## config.mk

```make
export PLATFORM = sky130hd
export DESIGN_NAME = fht_input_loader
export DESIGN_NICKNAME = d
export VERILOG_FILES = /design/src/rtl/fht_input_loader.sv
export SDC_FILE = /design/constraint.sdc
export NUM_CORES = 1
export LEC_CHECK = 0
export ABC_CLOCK_PERIOD_IN_PS = 2070
export BUFFER_PORTS_ARGS = -buffer_cell sky130_fd_sc_hd__buf_4
export CORE_MARGIN = 4
export CORE_UTILIZATION = 51
export DETAILED_ROUTE_END_ITERATION = 16
export GPL_ROUTABILITY_DRIVEN = 0
export GPL_TIMING_DRIVEN = 1
export PLACE_DENSITY_LB_ADDON = 0.25
export SLEW_MARGIN = 30
export SYNTH_ARGS = -nofsm -noshare
export SYNTH_HDL_FRONTEND = slang
export SYNTH_SLANG_ARGS = --single-unit
```

## constraint.sdc

```tcl
create_clock -name iCLK -period 2.07 [get_ports iCLK]
set_clock_uncertainty 0.05 [all_clocks]
set_input_delay 0.1035 -clock iCLK [delete_from_list [all_inputs] [get_ports iCLK]]
set_output_delay 0.1035 -clock iCLK [all_outputs]
set_load 0.02 [all_outputs]
```

## src/rtl/fht_input_loader.sv

```systemverilog
// Sample-stream front end for the 1024-point FHT: writes one frame into the four
// data banks, strobes the FHT start and waits for it to finish. FHT_LOAD_BITREV_EN selects bit-reversed placement.
module fht_input_loader #(
   parameter int A_BIT = 8,
   parameter int D_BIT = 16,
   parameter int N_BIT = 10
) (
   input  logic             iCLK,
   input  logic             iRESET,
   input  logic [D_BIT-1:0] iDATA,
   input  logic             iVALID,
   output logic             oREADY,
   input  logic             iFHT_RDY,
   output logic             oSTART,
   output logic [D_BIT-1:0] oDATA,
   output logic [A_BIT-1:0] oADDR_WR,
   output logic [3:0]       oWE,
   output logic             oBUSY,
   output logic [N_BIT-1:0] oCNT
);

   typedef enum logic [2:0] {
      S_IDLE,
      S_LOAD,
      S_START,
      S_WAIT_BUSY,
      S_WAIT_DONE
   } state_t;

   state_t           state_q, state_d;
   logic             ready_q, ready_d;
   logic             start_q, start_d;
   logic             busy_q, busy_d;
   logic [D_BIT-1:0] data_q, data_d;
   logic [A_BIT-1:0] addr_q, addr_d;
   logic [3:0]       we_q, we_d;
   logic [N_BIT-1:0] cnt_q, cnt_d;
   logic [N_BIT-1:0] slot;
   logic             xfer;

`ifdef FHT_LOAD_BITREV_EN
   function automatic logic [N_BIT-1:0] bitrev(input logic [N_BIT-1:0] v);
      logic [N_BIT-1:0] r;
      for (int i = 0; i < N_BIT; i++) r[i] = v[N_BIT-1-i];
      return r;
   endfunction
   assign slot = bitrev(cnt_q);
`else
   assign slot = cnt_q;
`endif

   // Ready comes from state only, so a transfer never depends on iVALID combinationally.
   assign xfer = iVALID && (state_q == S_LOAD);

   always_comb begin
      state_d = state_q;
      data_d  = data_q;
      addr_d  = addr_q;
      cnt_d   = cnt_q;
      we_d    = 4'b0000;
      start_d = 1'b0;
      case (state_q)
         S_IDLE:      if (iFHT_RDY) state_d = S_LOAD;
         S_LOAD: begin
            if (xfer) begin
               we_d   = 4'b0001 << slot[1:0];
               addr_d = slot[N_BIT-1:2];
               data_d = iDATA;
               cnt_d  = cnt_q + 1'b1;
               if (cnt_q == '1) begin
                  state_d = S_START;
                  start_d = 1'b1;
               end
            end
         end
         S_START:     state_d = S_WAIT_BUSY;
         S_WAIT_BUSY: if (!iFHT_RDY) state_d = S_WAIT_DONE;
         S_WAIT_DONE: if (iFHT_RDY) state_d = S_LOAD;
         default:     state_d = S_IDLE;
      endcase
      ready_d = (state_d == S_LOAD);
      busy_d  = (state_d == S_START) || (state_d == S_WAIT_BUSY) ||
                (state_d == S_WAIT_DONE) || ((state_d == S_LOAD) && (cnt_d != '0));
   end

   always_ff @(posedge iCLK or negedge iRESET) begin
      if (!iRESET) begin
         state_q <= S_IDLE;
         ready_q <= 1'b0;
         start_q <= 1'b0;
         busy_q  <= 1'b0;
         data_q  <= '0;
         addr_q  <= '0;
         we_q    <= 4'b0000;
         cnt_q   <= '0;
      end else begin
         state_q <= state_d;
         ready_q <= ready_d;
         start_q <= start_d;
         busy_q  <= busy_d;
         data_q  <= data_d;
         addr_q  <= addr_d;
         we_q    <= we_d;
         cnt_q   <= cnt_d;
      end
   end

   assign oREADY   = ready_q;
   assign oSTART   = start_q;
   assign oBUSY    = busy_q;
   assign oDATA    = data_q;
   assign oADDR_WR = addr_q;
   assign oWE      = we_q;
   assign oCNT     = cnt_q;

endmodule

```

==> results by group <==
Placed design
  • Port bufs: 60
  • Placed Instances: 316
  • DP Area: 2540 um^2
  • Hpwl dp: 3250 um

Worst setup path
  • Cell-by-cell trace of the critical path: inv_1 > ha_1 > o41ai_1 > nand3b_1 > nor4_2 > o31ai_1
  • Critical path peak fanout: 6
  • Crit path depth: 6
  • Slowest-stage cell, CP: dfrtp_2
  • Critical path's largest stage delay: 0.44 ns
  • Critical Path Sink Type: flop
  • R2R Path End: oBUSY
  • Crit path DAT: 2.02 ns
  • Crit path launch: oCNT[0]
  • Startpoint class of the critical path: flop
  • Delay-heaviest family, CP: compound AO/OA/AOI/OAI gates
  • R2r startpoint: oCNT[0]
  • WS Path Type: reg2reg
  • WP data required: 2.19 ns
  • Worst setup path endpoint: oBUSY
  • R2R depth: 6
  • Crit path buffers/inverters: 1
  • R2R Setup Slk: 0.17 ns

Floorplanning
  • Die ar.: 5050 um^2
  • Total core area: 3740 um^2
  • Initial Util: 54.2%
  • Die X: 71.1 um
  • Row cnt: 22
  • IO Count: 61
  • Die height: 71.1 um

Synth
  • Unique masters post-synth: 34
  • Total number of yosys warnings: 0
  • Cells after Synth: 213
  • Synthesized flop and latch total: 44
  • Synthesized Nets: 237
  • Ys flop type: dfrtp_1
  • Sequential area share after synthesis: 54.3%
  • Post-Synthesis Mean Instance Area: 9.52 um^2
  • Share of the synthesized area in the top cell type: 54.3%
  • Area leader, netlist: dfrtp_1
  • Ys async rst share: 100%
  • Post-synth EDFFs: 0
  • Synth top area cells: dfrtp_1, nand2_1, xnor2_1
  • Mapped cell area: 2030 um^2

Flow run
  • Max-cap viol count: 0

Route
  • Final WL: 4700 um
  • Initial DRC count: 91
  • Detailed Routing Iterations Pass 1: 4
  • DRC violations left: 0
  • Antenna Nets Post-Route: 0
  • Vias per std cell: 4.96
  • DR vias: 1,692
  • Drt wl/cell: 13.8 um

Power
  • Leak: 1.44 nW
  • VDD IR max: 0.794 mV
  • Post-layout power: 2.90 mW
  • Clock share of power: 17.1%
  • Gate power share: 41.1%
  • Sequential share of power: 41.8%
  • NetSw: 1.10 mW
  • Sw Ratio: 37.9%
  • Power per cell area: 1030 nW/um^2
  • Internal power: 1.80 mW

Timing
  • Period utilisation layout: 91.9%
  • RSZ-0062 raised after global routing: no
  • Fin Setup TNS: 0 ns
  • Worst slew pin tran: 0.529 ns
  • Endpoints failing setup: 0
  • Slew headroom: 64.7%
  • Top achievable clock speed: 525 MHz
  • Post-layout minimum cycle time: 1.90 ns
  • Max Slew Vio Count: 0
  • Final hold vios: 0

Finish
  • Area growth, synth to finish: 38.6%
  • Finished Cell Area: 2810 um^2
  • Share of layout cells above drive strength 1: 29.7%
  • Nets: 317
  • Diode count: 0
  • Non-Filler Instances: 341

Global routing
  • Initial antenna violation count: 0
  • First-pass GRT wire length: 7990 um
  • GRT overflow: 0
  • Vias in the first global route: 1,711
  • Pin count of the biggest net entering global routing: 45
  • GR Util All Layers: 19.6%

Clocking
  • Clk_lat worst skew: 0.29 ns
  • CTS tree: done
  • Root Buffer: clkbuf_8
  • H-tree levels: 2
  • Total CTS buffers: 5
  • Post-CTS Setup Bufs: 0
  • Max clock buf depth: 2
  • Number of clock sinks: 44
  • Worst-path clk slew: 0.08 ns

Worst hold path
  • Type of the most critical hold path: in2async

Outcome
  • Status: completed
==> cells by family (layout without fill, tap and decap cells) <==
family | after synthesis | count (layout) | share of synthesized area, %
compound gates | 15 | 15 | 5.24
xor+xnor | 12 | 12 | 5.18
fa+ha+maj | 4 | 4 | 2.47
simple gates | 120 | 120 | 28.7
buf+inv | 18 | 98 | 4.13
flops | 44 | 44 | 54.3
==> power groups by stage <==
| stage | logic, mW | clock network (mW) | registers [mW] |
|---|---|---|---|
| 2_1_floorplan | 0.501 | 0 | 1.38 |
| 3_3_place_gp | 1.14 | 0 | 1.21 |
| 3_5_place_dp | 1.15 | 0 | 1.22 |
| 4_1_cts | 1.19 | 0.508 | 1.20 |
| 5_1_grt | 1.29 | 0.535 | 1.25 |
| 6_report | 1.19 | 0.494 | 1.21 |
==> stage by stage <==
stage                     hold slack [ns]  util, %  setup WS [ns]
after floorplan                    -0.242        -          0.194
after global placement             0.0788     67.9          0.181
after detailed placement           0.0773     67.9          0.108
after CTS                           0.272     74.8          0.103
after global routing                0.302     75.1         0.0201
final                               0.286     75.1          0.167
==> cell usage in the layout (no fill, tap or decap), types with 2 or more instances in the layout <==
master	count
dlygate4sd3_1	18
ha_1	4
o21ai_0	4
nand2_1	83
and2_1	5
dfrtp_1	42
nor2_1	6
o31ai_1	3
nor3_1	4
nand3b_1	4
clkbuf_8	5
inv_1	3
xor2_1	4
dfrtp_2	2
nor4_2	3
xnor2_1	8
a21oi_1	3
buf_4	70
nand3_1	5
==> layout make-up <==
type                    count  area, um^2
repair buffers             88         706
clock inverters             1        5.00
clock buffers               6        72.6
well taps                  48        60.1
multi-input cells         151         853
flip-flops and latches     44        1100
fillers                   286         932
inverters                   3        11.3
==> worst min-delay path by stage <==
stage                  end  slack, ns   start
6_report         oDATA[12]       0.29  iRESET
3_5_place_dp     oDATA[11]       0.08  iRESET
4_1_cts            oCNT[7]       0.27  iVALID
5_1_grt            oCNT[7]       0.30  iVALID
3_3_place_gp     oDATA[12]       0.08  iRESET
2_1_floorplan  oADDR_WR[0]      -0.24  iRESET
==> layer usage <==
metal / global-route usage [%] / wire length, um / vias to the layer above
li1: - / - / 842
met5: 0 / 0 / -
met2: 32.4 / 2300 / 42
met1: 26.6 / 2120 / 804
met3: 4.40 / 252 / 4
met4: 3.76 / 19 / 0
==> registers in the layout, summed over array words and instances (netlist names) <==
signal and cells:
oSTART 1, oCNT 10, oDATA 16, state_q 3
oBUSY 1, oWE 4, oADDR_WR 8, oREADY 1
==> repair_timing <==
action | CTS | global route
hold endpoints to repair | 61 | 0
endpoints found under the setup margin | 0 | 1
hold buffers | 18 | 0
resized for setup | 0 | 5
==> synth_stat cells, types with 2 or more instances <==
library cell,instances
inv_1,3
nand3_1,5
o21ai_0,4
nor3_1,4
xnor2_1,8
o31ai_1,3
a21oi_1,3
clkbuf_1,6
ha_1,4
nand2_1,83
and2_1,5
buf_2,7
nand3b_1,4
nor4_2,2
xor2_1,4
dfrtp_1,44
nor4_1,2
nor2_1,6
==> worst register-to-register path, delay by kind of cell (launching register included) <==
| kind | cells | cell delay [ns] |
|---|---|---|
| AO/OA/AOI/OAI | 2 | 0.49 |
| flip-flops | 1 | 0.44 |
| AND/OR/NAND/NOR | 2 | 0.39 |
| adder cells (fa/ha/maj) | 1 | 0.27 |
| buffers and inverters | 1 | 0.15 |
Power figures use the tool's default switching activity.
